==> src/rtl/pipe_hazard_ctrl_if.sv <==
// rtl/pipe_hazard_ctrl_if.sv - hazard controller bundle between pipeline and controller
//
// Purpose: carries the ID-stage source/destination descriptor, the per-stage
// stall/flush requests, and the enables, valids and forwarding selects returned
// by the controller.
// Modports:
//   master - pipeline side: drives id_*, stall_req, flush, flush_stage;
//            receives stage_en, stage_valid, fwd_rs_sel, fwd_rt_sel, hazard_stall
//   slave  - controller side (pipe_hazard_ctrl)
interface pipe_hazard_ctrl_if #(
    parameter int STAGES = 5,
    parameter int REG_W  = 5
);
    logic              id_valid;
    logic [REG_W-1:0]  id_rs;
    logic [REG_W-1:0]  id_rt;
    logic              id_use_rs;
    logic              id_use_rt;
    logic              id_wen;
    logic [REG_W-1:0]  id_dest;
    logic              id_is_load;
    logic [STAGES-1:0] stall_req;
    logic              flush;
    logic [2:0]        flush_stage;
    logic [STAGES-1:0] stage_en;
    logic [STAGES-1:0] stage_valid;
    logic [2:0]        fwd_rs_sel;
    logic [2:0]        fwd_rt_sel;
    logic              hazard_stall;

    modport master (
        output id_valid, id_rs, id_rt, id_use_rs, id_use_rt,
        output id_wen, id_dest, id_is_load,
        output stall_req, flush, flush_stage,
        input  stage_en, stage_valid, fwd_rs_sel, fwd_rt_sel, hazard_stall
    );

    modport slave (
        input  id_valid, id_rs, id_rt, id_use_rs, id_use_rt,
        input  id_wen, id_dest, id_is_load,
        input  stall_req, flush, flush_stage,
        output stage_en, stage_valid, fwd_rs_sel, fwd_rt_sel, hazard_stall
    );
endinterface

==> src/rtl/pipe_hazard_ctrl.sv <==
// rtl/pipe_hazard_ctrl.sv - pipeline stall, flush, bubble and forwarding controller
//
// Purpose: tracks valid/destination state of every pipeline stage, derives the
// per-stage register enables from stall requests and the load-use interlock,
// inserts bubbles behind frozen stages, kills stages on flush and picks the
// youngest in-flight producer for each ID source operand.
// Ports:
//   clk, rst - clock, synchronous active-high reset
//   bus      - pipe_hazard_ctrl_if.slave (ID descriptor, stall/flush in;
//              stage_en, stage_valid, fwd_rs_sel, fwd_rt_sel, hazard_stall out)
// Build option: PIPE_HAZARD_FWD_EN enables forwarding; without it every RAW
// dependency on an in-flight producer interlocks until the producer retires.
module pipe_hazard_ctrl #(
    parameter int STAGES     = 5,
    parameter int REG_W      = 5,
    parameter int LOAD_READY = 4
) (
    input  logic              clk,
    input  logic              rst,
    pipe_hazard_ctrl_if.slave bus
);

`ifdef PIPE_HAZARD_FWD_EN
    localparam bit FWD_EN = 1'b1;
`else
    localparam bit FWD_EN = 1'b0;
`endif

    // Stage tracker; destination descriptors exist only for stages 2..STAGES-1
    logic [STAGES-1:0] v;
    logic [STAGES-1:2] wen;
    logic [STAGES-1:2] ld;
    logic [REG_W-1:0]  dest [2:STAGES-1];

    // What each stage would load when it advances
    logic [STAGES-1:1] src_v;
    logic [STAGES-1:2] src_wen;
    logic [STAGES-1:2] src_ld;
    logic [REG_W-1:0]  src_dest [2:STAGES-1];

    logic [STAGES-1:0] frz;
    logic              stall_acc;
    logic [STAGES-1:2] match_rs;
    logic [STAGES-1:2] match_rt;
    logic [2:0]        rs_sel;
    logic [2:0]        rt_sel;
    logic              rs_late;   // chosen rs producer is a load not yet forwardable
    logic              rt_late;
    logic              any_match;
    logic              hazard;

    for (genvar k = 1; k < STAGES; k++) begin : g_src
        if (k == 1) begin : g_id
            assign src_v[k] = bus.id_valid;
        end else begin : g_trk
            assign src_v[k] = v[k-1];
            assign match_rs[k] = v[k] & wen[k] & (dest[k] == bus.id_rs) &
                                 (bus.id_rs != '0) & bus.id_use_rs & bus.id_valid;
            assign match_rt[k] = v[k] & wen[k] & (dest[k] == bus.id_rt) &
                                 (bus.id_rt != '0) & bus.id_use_rt & bus.id_valid;
            if (k == 2) begin : g_first
                assign src_wen[k]  = bus.id_wen;
                assign src_ld[k]   = bus.id_is_load;
                assign src_dest[k] = bus.id_dest;
            end else begin : g_chain
                assign src_wen[k]  = wen[k-1];
                assign src_ld[k]   = ld[k-1];
                assign src_dest[k] = dest[k-1];
            end
        end
    end

    // Scan oldest to youngest so the youngest matching producer wins
    always_comb begin
        rs_sel  = '0;
        rt_sel  = '0;
        rs_late = 1'b0;
        rt_late = 1'b0;
        for (int k = STAGES - 1; k >= 2; k--) begin
            if (match_rs[k]) begin
                rs_sel  = 3'(k);
                rs_late = ld[k] && (k < LOAD_READY);
            end
            if (match_rt[k]) begin
                rt_sel  = 3'(k);
                rt_late = ld[k] && (k < LOAD_READY);
            end
        end
    end

    assign any_match = (|match_rs) | (|match_rt);
    assign hazard    = FWD_EN ? (rs_late | rt_late) : any_match;

    // A stall anywhere freezes that stage and everything younger
    always_comb begin
        frz       = '0;
        stall_acc = 1'b0;
        for (int k = STAGES - 1; k >= 0; k--) begin
            stall_acc = stall_acc | bus.stall_req[k];
            frz[k]    = stall_acc | ((k < 2) & hazard);
        end
    end

    always_ff @(posedge clk) begin
        if (rst) begin
            v   <= '0;
            wen <= '0;
            ld  <= '0;
            for (int k = 2; k < STAGES; k++) dest[k] <= '0;
        end else begin
            if (!frz[0]) v[0] <= 1'b1;
            for (int k = 1; k < STAGES; k++) begin
                if (!frz[k]) v[k] <= frz[k-1] ? 1'b0 : src_v[k];
            end
            for (int k = 2; k < STAGES; k++) begin
                if (!frz[k]) begin
                    wen[k]  <= frz[k-1] ? 1'b0 : src_wen[k];
                    ld[k]   <= src_ld[k];
                    dest[k] <= src_dest[k];
                end
            end
            // Kill comes last so it overrides both hold and shift; payload of a
            // killed stage is left as hold/shift produced it
            for (int k = 0; k < STAGES; k++) begin
                if (bus.flush && (k < int'(bus.flush_stage))) v[k] <= 1'b0;
            end
            for (int k = 2; k < STAGES; k++) begin
                if (bus.flush && (k < int'(bus.flush_stage))) wen[k] <= 1'b0;
            end
        end
    end

    assign bus.stage_en     = ~frz;
    assign bus.stage_valid  = v;
    assign bus.fwd_rs_sel   = FWD_EN ? rs_sel : 3'd0;
    assign bus.fwd_rt_sel   = FWD_EN ? rt_sel : 3'd0;
    assign bus.hazard_stall = hazard;

endmodule

==> src/flat_wrapper.sv <==
// flat-port wrapper written by rule: the top's interface ports become plain ports
module pipe_hazard_ctrl_flat 
#(
    parameter int STAGES     = 5,
    parameter int REG_W      = 5,
    parameter int LOAD_READY = 4
)
  (clk, rst, bus_id_valid, bus_id_rs, bus_id_rt, bus_id_use_rs, bus_id_use_rt, bus_id_wen, bus_id_dest, bus_id_is_load, bus_stall_req, bus_flush, bus_flush_stage, bus_stage_en, bus_stage_valid, bus_fwd_rs_sel, bus_fwd_rt_sel, bus_hazard_stall);
  pipe_hazard_ctrl_if #(.STAGES(STAGES), .REG_W(REG_W)) bus_i ();
  input  logic clk;
  input  logic rst;
  input wire logic [$bits(bus_i.id_valid)-1:0] bus_id_valid;
  input wire logic [$bits(bus_i.id_rs)-1:0] bus_id_rs;
  input wire logic [$bits(bus_i.id_rt)-1:0] bus_id_rt;
  input wire logic [$bits(bus_i.id_use_rs)-1:0] bus_id_use_rs;
  input wire logic [$bits(bus_i.id_use_rt)-1:0] bus_id_use_rt;
  input wire logic [$bits(bus_i.id_wen)-1:0] bus_id_wen;
  input wire logic [$bits(bus_i.id_dest)-1:0] bus_id_dest;
  input wire logic [$bits(bus_i.id_is_load)-1:0] bus_id_is_load;
  input wire logic [$bits(bus_i.stall_req)-1:0] bus_stall_req;
  input wire logic [$bits(bus_i.flush)-1:0] bus_flush;
  input wire logic [$bits(bus_i.flush_stage)-1:0] bus_flush_stage;
  output wire logic [$bits(bus_i.stage_en)-1:0] bus_stage_en;
  output wire logic [$bits(bus_i.stage_valid)-1:0] bus_stage_valid;
  output wire logic [$bits(bus_i.fwd_rs_sel)-1:0] bus_fwd_rs_sel;
  output wire logic [$bits(bus_i.fwd_rt_sel)-1:0] bus_fwd_rt_sel;
  output wire logic [$bits(bus_i.hazard_stall)-1:0] bus_hazard_stall;
  assign bus_i.id_valid = bus_id_valid;
  assign bus_i.id_rs = bus_id_rs;
  assign bus_i.id_rt = bus_id_rt;
  assign bus_i.id_use_rs = bus_id_use_rs;
  assign bus_i.id_use_rt = bus_id_use_rt;
  assign bus_i.id_wen = bus_id_wen;
  assign bus_i.id_dest = bus_id_dest;
  assign bus_i.id_is_load = bus_id_is_load;
  assign bus_i.stall_req = bus_stall_req;
  assign bus_i.flush = bus_flush;
  assign bus_i.flush_stage = bus_flush_stage;
  assign bus_stage_en = bus_i.stage_en;
  assign bus_stage_valid = bus_i.stage_valid;
  assign bus_fwd_rs_sel = bus_i.fwd_rs_sel;
  assign bus_fwd_rt_sel = bus_i.fwd_rt_sel;
  assign bus_hazard_stall = bus_i.hazard_stall;
  pipe_hazard_ctrl #(.STAGES(STAGES), .REG_W(REG_W), .LOAD_READY(LOAD_READY)) u_core (.clk(clk), .rst(rst), .bus(bus_i));
endmodule
==> config.mk <==
export PLATFORM = sky130hd
export DESIGN_NAME = pipe_hazard_ctrl_flat
export DESIGN_NICKNAME = d
export VERILOG_FILES = /design/src/rtl/pipe_hazard_ctrl_if.sv /design/src/rtl/pipe_hazard_ctrl.sv /design/src/flat_wrapper.sv
export SDC_FILE = /design/constraint.sdc
export NUM_CORES = 1
export LEC_CHECK = 0
export CAP_MARGIN = 0
export CORE_MARGIN = 5
export CORE_UTILIZATION = 42
export DETAILED_ROUTE_END_ITERATION = 6
export PLACE_DENSITY = 0.79
export SLEW_MARGIN = 40
export SYNTH_ARGS = -nofsm -noshare
export SYNTH_HDL_FRONTEND = slang
export SYNTH_SLANG_ARGS = --single-unit
==> constraint.sdc <==
create_clock -name clk -period 1.9 [get_ports clk]
set_input_delay 0.285 -clock clk [delete_from_list [all_inputs] [get_ports clk]]
set_output_delay 0.285 -clock clk [all_outputs]
set_load 0.02 [all_outputs]
; ---- Word-level counts from Yosys, hierarchy flattened
; Memory sizes are Yosys's and may differ from the RTL's.
; Index checks and enable logic that the tools add are counted.
[word_totals]
register_bits = 8
inputBits = 31
out_inout_bits = 17
latchBits = 0
wordCells = 93
romBits = 0
ramBits = 15
memories = 1
[mem_list]
columns = memory, depth, width, rd, rd_ports_with_merged_regs, wr, line
row1 = u_core.dest, 3, 5, 3, 0, 3, pipe_hazard_ctrl.sv:33  ; logic [REG_W-1:0] dest [2:STAGES-1];
[classes]
reduce_logical = 14
shifts = 0
n_div = 0
muxes = 21
mul = 0
add_sub_neg = 0
bitwise = 38
n_eq_ne = 6
order_cmp = 5
[op_table]
columns = cell, n
row1 = == test 5 bit, 6
row2 = bitwise AND 1 bit, 27
row3 = two-way mux 1 bit, 18
row4 = two-way mux 5 bit, 3
row5 = bitwise OR 1 bit, 10
row6 = nonzero test 5 bit, 2
row7 = OR reduction 2 bit, 5
row8 = less-than comparator 1 x 3 -> 1 bit (first input constant), 2
row9 = less-than comparator 2 x 3 -> 1 bit (first input constant), 2
row10 = OR reduction 3 bit, 2
row11 = logical AND 1 bit, 5
row12 = NOT 5 bit, 1
row13 = less-than comparator 3 bit (first input constant), 1

; ---- Longest topological paths before layout
; An unclocked memory read counts as a cell.
[depth]
depth_word = 10
mapped_depth = 6
depth_no_buf = 6

; ---- Least setup slack after synthesis
; Ideal clock, no wire load.
[synth_timing]
path_kind = flip-flop to output port
from = memory u_core.dest[2][4]
to = output bus_stage_en[1]
setup_slack_ns = 0.073
arrival_time_ns = 1.542
n_path_buf = 0
stages_incl_launch_ff = 7
required_ns = 1.615
path_cell_list = edfxtp_1 -> xor2_1 -> nor4_1 -> nand4_1 -> and3_1 -> o221ai_2 -> nor2_1
[synth_rtl]
columns = element, line
row1 = start: declaration, pipe_hazard_ctrl.sv:33
row2 = end: declaration, flat_wrapper.sv:23  ; output wire logic [$bits(bus_i.stage_en)-1:0] bus_stage_en;

==> key figures <==
Synth
  • Mapped Area: 1450 µm²
  • Mux cell area share after synthesis: 0
  • Largest family of logic cells by synthesized area: simple AND/OR/NAND/NOR gates
  • Simple-Gate Fraction of Synth Area: 0.239
  • #FFs+latches synth: 23
  • Adder-Cell Fraction of Synth Area: 0
  • Async set-reset flop share out of synthesis: 0
  • Share of the synthesized area in the top cell type: 0.311
  • Synth Warn #: 0
  • Cells after Synth: 146
  • Area fraction in compound gates after synthesis: 0.106
  • Area leader, netlist: edfxtp_1
  • Seq/Total Area, Yosys: 0.422
  • Synth Flop Type: edfxtp_1
  • Xor/xnor share of the synthesized area: 0.182
  • Area contributors post-synth: edfxtp_1, xor2_1, dfxtp_1
  • Mean Syn Cell Area: 9.92 µm²
  • Distinct cells, synth: 37
  • EDFF count, synth: 15

Route
  • Number of routed nets with antenna violations: 0
  • Drt wl/cell: 15.5 µm
  • WL final: 4.17 mm
  • Post-route DRC: 0
  • First DRT Iteration DRCs: 97
  • Vias per inst: 4.97
  • Pre-Repair DR Iteration Count: 4
  • Vias: 1,336

Cells and area
  • Diodes inserted: 0
  • Design area: 2220 µm²
  • Area Growth Syn to Fin: 53.1%
  • Commonest non-fill, non-tap cells in the layout: buf_4, clkdlybuf4s50_1, xor2_1, and2_1, edfxtp_1
  • Layout Nets: 255
  • Layout cell share with drive strength beyond 1: 0.260
  • Layout filler cell count: 286
  • Most common cell after layout, fill and taps aside: buf_4

GRT
  • Gr ovfl total: 0
  • Total track usage: 0.190
  • Initial antenna violation count: 0
  • Vias in the first global route: 1,448
  • First-pass GRT wire length: 6.58 mm
  • Largest net degree at the start of global routing: 15

Floorplanning
  • # IOs: 48
  • Vert. Die Dim: 68.7 µm
  • Die extent in x: 68.7 µm
  • CORE AREA: 3340 µm²
  • Die ar.: 4720 µm²
  • Site Rows: 21
  • Initial Utilization: 0.434

Timing
  • Min cycle time layout: 2.35 ns
  • Final hold vios: 0
  • Final period util: 1.24
  • Final worst-path setup slack: -0.454 ns
  • Rel. slew slack: 0.661
  • Worst-case clock skew: 0.00494 ns
  • Hold slack: 0.505 ns
  • Fmax: 0.425 GHz
  • Unrepaired setup endpoints after global routing: yes
  • Worst-Margin Slew: 0.504 ns
  • Final setup viols: 7
  • Setup TNS: -1.50 ns
  • Final Max Tran Viols: 0

Power
  • Leakage: 0.915 nW
  • Switching Fraction: 0.281
  • Internal power: 0.784 mW
  • Clk pwr share: 0.216
  • Logic pwr share: 0.255
  • VDD IR-drop max: 0.313 mV
  • Sequential Power Share: 0.530
  • P_sw: 0.306 mW
  • Pwr Density: 492 nW/µm²

Clock tree
  • CTS Hold Bufs: 0
  • CTS buffer count: 3
  • Clk_lat worst skew: 0.31 ns
  • Clk sink count: 23
  • Root Driver: clkbuf_4
  • CTS tree: yes
  • CTS clk-pin slew, worst paths: 0.14 ns
  • Clk buf depth: 2
  • CTS H-tree depth: 1

Placed design
  • DP Wirelength: 3.38 mm
  • IO buf count: 40
  • Worst slack, placed: -1.06 ns
  • GP Congestion: 0.815
  • DP Area: 2070 µm²

Critical path
  • CP Class: flop to primary output
  • R2R Path End: u_core.bus.stage_valid[0]$_SDFFE_PP0N_
  • Crit-path cells: xor2_1 -> nor4_2 -> nand4_1 -> and3_4 -> o221ai_4 -> nor2_1 -> buf_4
  • CP max stage delay: 0.50 ns
  • Maximum fanout along the worst path: 3
  • FF-to-FF Start: u_core.dest[3][0]$_SDFFCE_PN0P_
  • Critical-path top delay cell: edfxtp_1
  • Worst Path Required: 1.62 ns
  • R2R Setup Slk: -0.06 ns
  • Worst EP arrival: 2.07 ns
  • Startpoint types: flop
  • Critical Path Sink Type: primary output
  • Worst reg-to-reg path cell count: 8

Run status
  • Violated checks: setup timing
  • Status: complete, but fails checks

Worst hold path
  • Worst hold start: u_core.bus.stage_valid[0]$_SDFFE_PP0N_
  • Hold path endpoint: u_core.bus.stage_valid[0]$_SDFFE_PP0N_
  • HP Class: flop to flop
  • Hold depth: 2

Flow run
  • Max-cap violation count: 0
## flip-flops by register name, summed over array words and instances, names as in the netlist
register,flops
u_core.wen,3
u_core.dest,15
u_core.bus.stage_valid,5
## how the worst max path moves through the flow
stage / startpoint / endpoint / slack (ns) / cells after the start
CTS: u_core.dest[3][0]$_SDFFCE_PN0P_ / bus_stage_en[0] / -0.43 / 7
detailed placement: bus_id_rt[3] / bus_stage_en[0] / -1.06 / 6
global route: u_core.dest[3][3]$_SDFFCE_PN0P_ / bus_stage_en[1] / -0.55 / 8
floorplan: u_core.dest[2][4]$_SDFFCE_PN0P_ / bus_stage_en[1] / 0.07 / 6
finish: u_core.dest[3][0]$_SDFFCE_PN0P_ / bus_stage_en[1] / -0.45 / 7
global placement: bus_id_rt[0] / bus_stage_en[1] / -0.99 / 8
## repair_timing
item	4_1_cts	5_1_grt
buffers inserted	8	2
pin swaps	22	4
gates resized for setup	41	0
endpoints found under the setup margin	9	7
hold endpoints to repair	0	0
## cell type report
cell class	count	area (µm²)	area share
Inverter	4	15.0	0.00678
Sequential cell	23	611	0.276
Tap cell	46	57.6	0.0260
Multi-Input combinational cell	115	828	0.374
Clock inverter	1	7.51	0.00339
Clock buffer	3	22.5	0.0102
Timing Repair Buffer	77	674	0.304
## worst max-delay path, delay by kind of cell (launching register included)
kind | cells | cell delay [ns]
and+or+nand+nor | 4 | 0.71
DFF | 1 | 0.50
xor gates and xnor gates | 1 | 0.19
AOI/OAI and AO/OA | 1 | 0.19
buffers and inverters | 1 | 0.16
## synthesized netlist by cell type (2+ instances only)
cell	count
nand2_1	3
dfxtp_1	8
o21ai_0	2
nand2b_1	4
a22oi_1	2
nand3b_1	2
edfxtp_1	15
nand3_1	4
inv_1	3
xor2_1	24
buf_4	6
o211ai_1	3
nand4_1	6
or4_1	2
a21o_1	2
nor4_1	8
nor2_1	7
o21ai_1	4
a21oi_1	2
clkbuf_1	3
and2_1	15
xnor2_1	6
## layer usage
layer | GRT usage | part of all wire | wire (µm) | vias up
li1 | - | - | - | 666
met1 | 0.217 | 0.41 | 1720 | 629
met2 | 0.361 | 0.52 | 2190 | 39
met3 | 0.0276 | 0.056 | 233 | 2
met4 | 0.0535 | 0.0050 | 21 | 0
met5 | 0 | 0 | 0 | -
## stage by stage
stage	instances	power (mW)	utilization
3_5_place_dp	255	0.845	0.621
3_3_place_gp	255	0.839	0.621
2_1_floorplan	151	0.703	-
6_report	269	1.09	0.664
5_1_grt	269	1.15	0.664
4_1_cts	267	1.09	0.660
## cell families (layout without fill, tap and decap cells)
logic type / Yosys count / in the layout
buf+inv: 13 / 85
flops: 23 / 23
compound gates: 21 / 21
other cells: 1 / 6
simple gates: 58 / 58
xor+xnor: 30 / 30
## power groups by stage
| stage | Sequential [mW] | Combinational (mW) | Clock, mW |
|---|---|---|---|
| 2_1_floorplan | 0.584 | 0.120 | 0 |
| 3_3_place_gp | 0.588 | 0.251 | 0 |
| 3_5_place_dp | 0.589 | 0.255 | 0 |
| 4_1_cts | 0.577 | 0.273 | 0.242 |
| 5_1_grt | 0.580 | 0.300 | 0.270 |
| 6_report | 0.577 | 0.277 | 0.235 |
(Power assumes the default switching activity.)
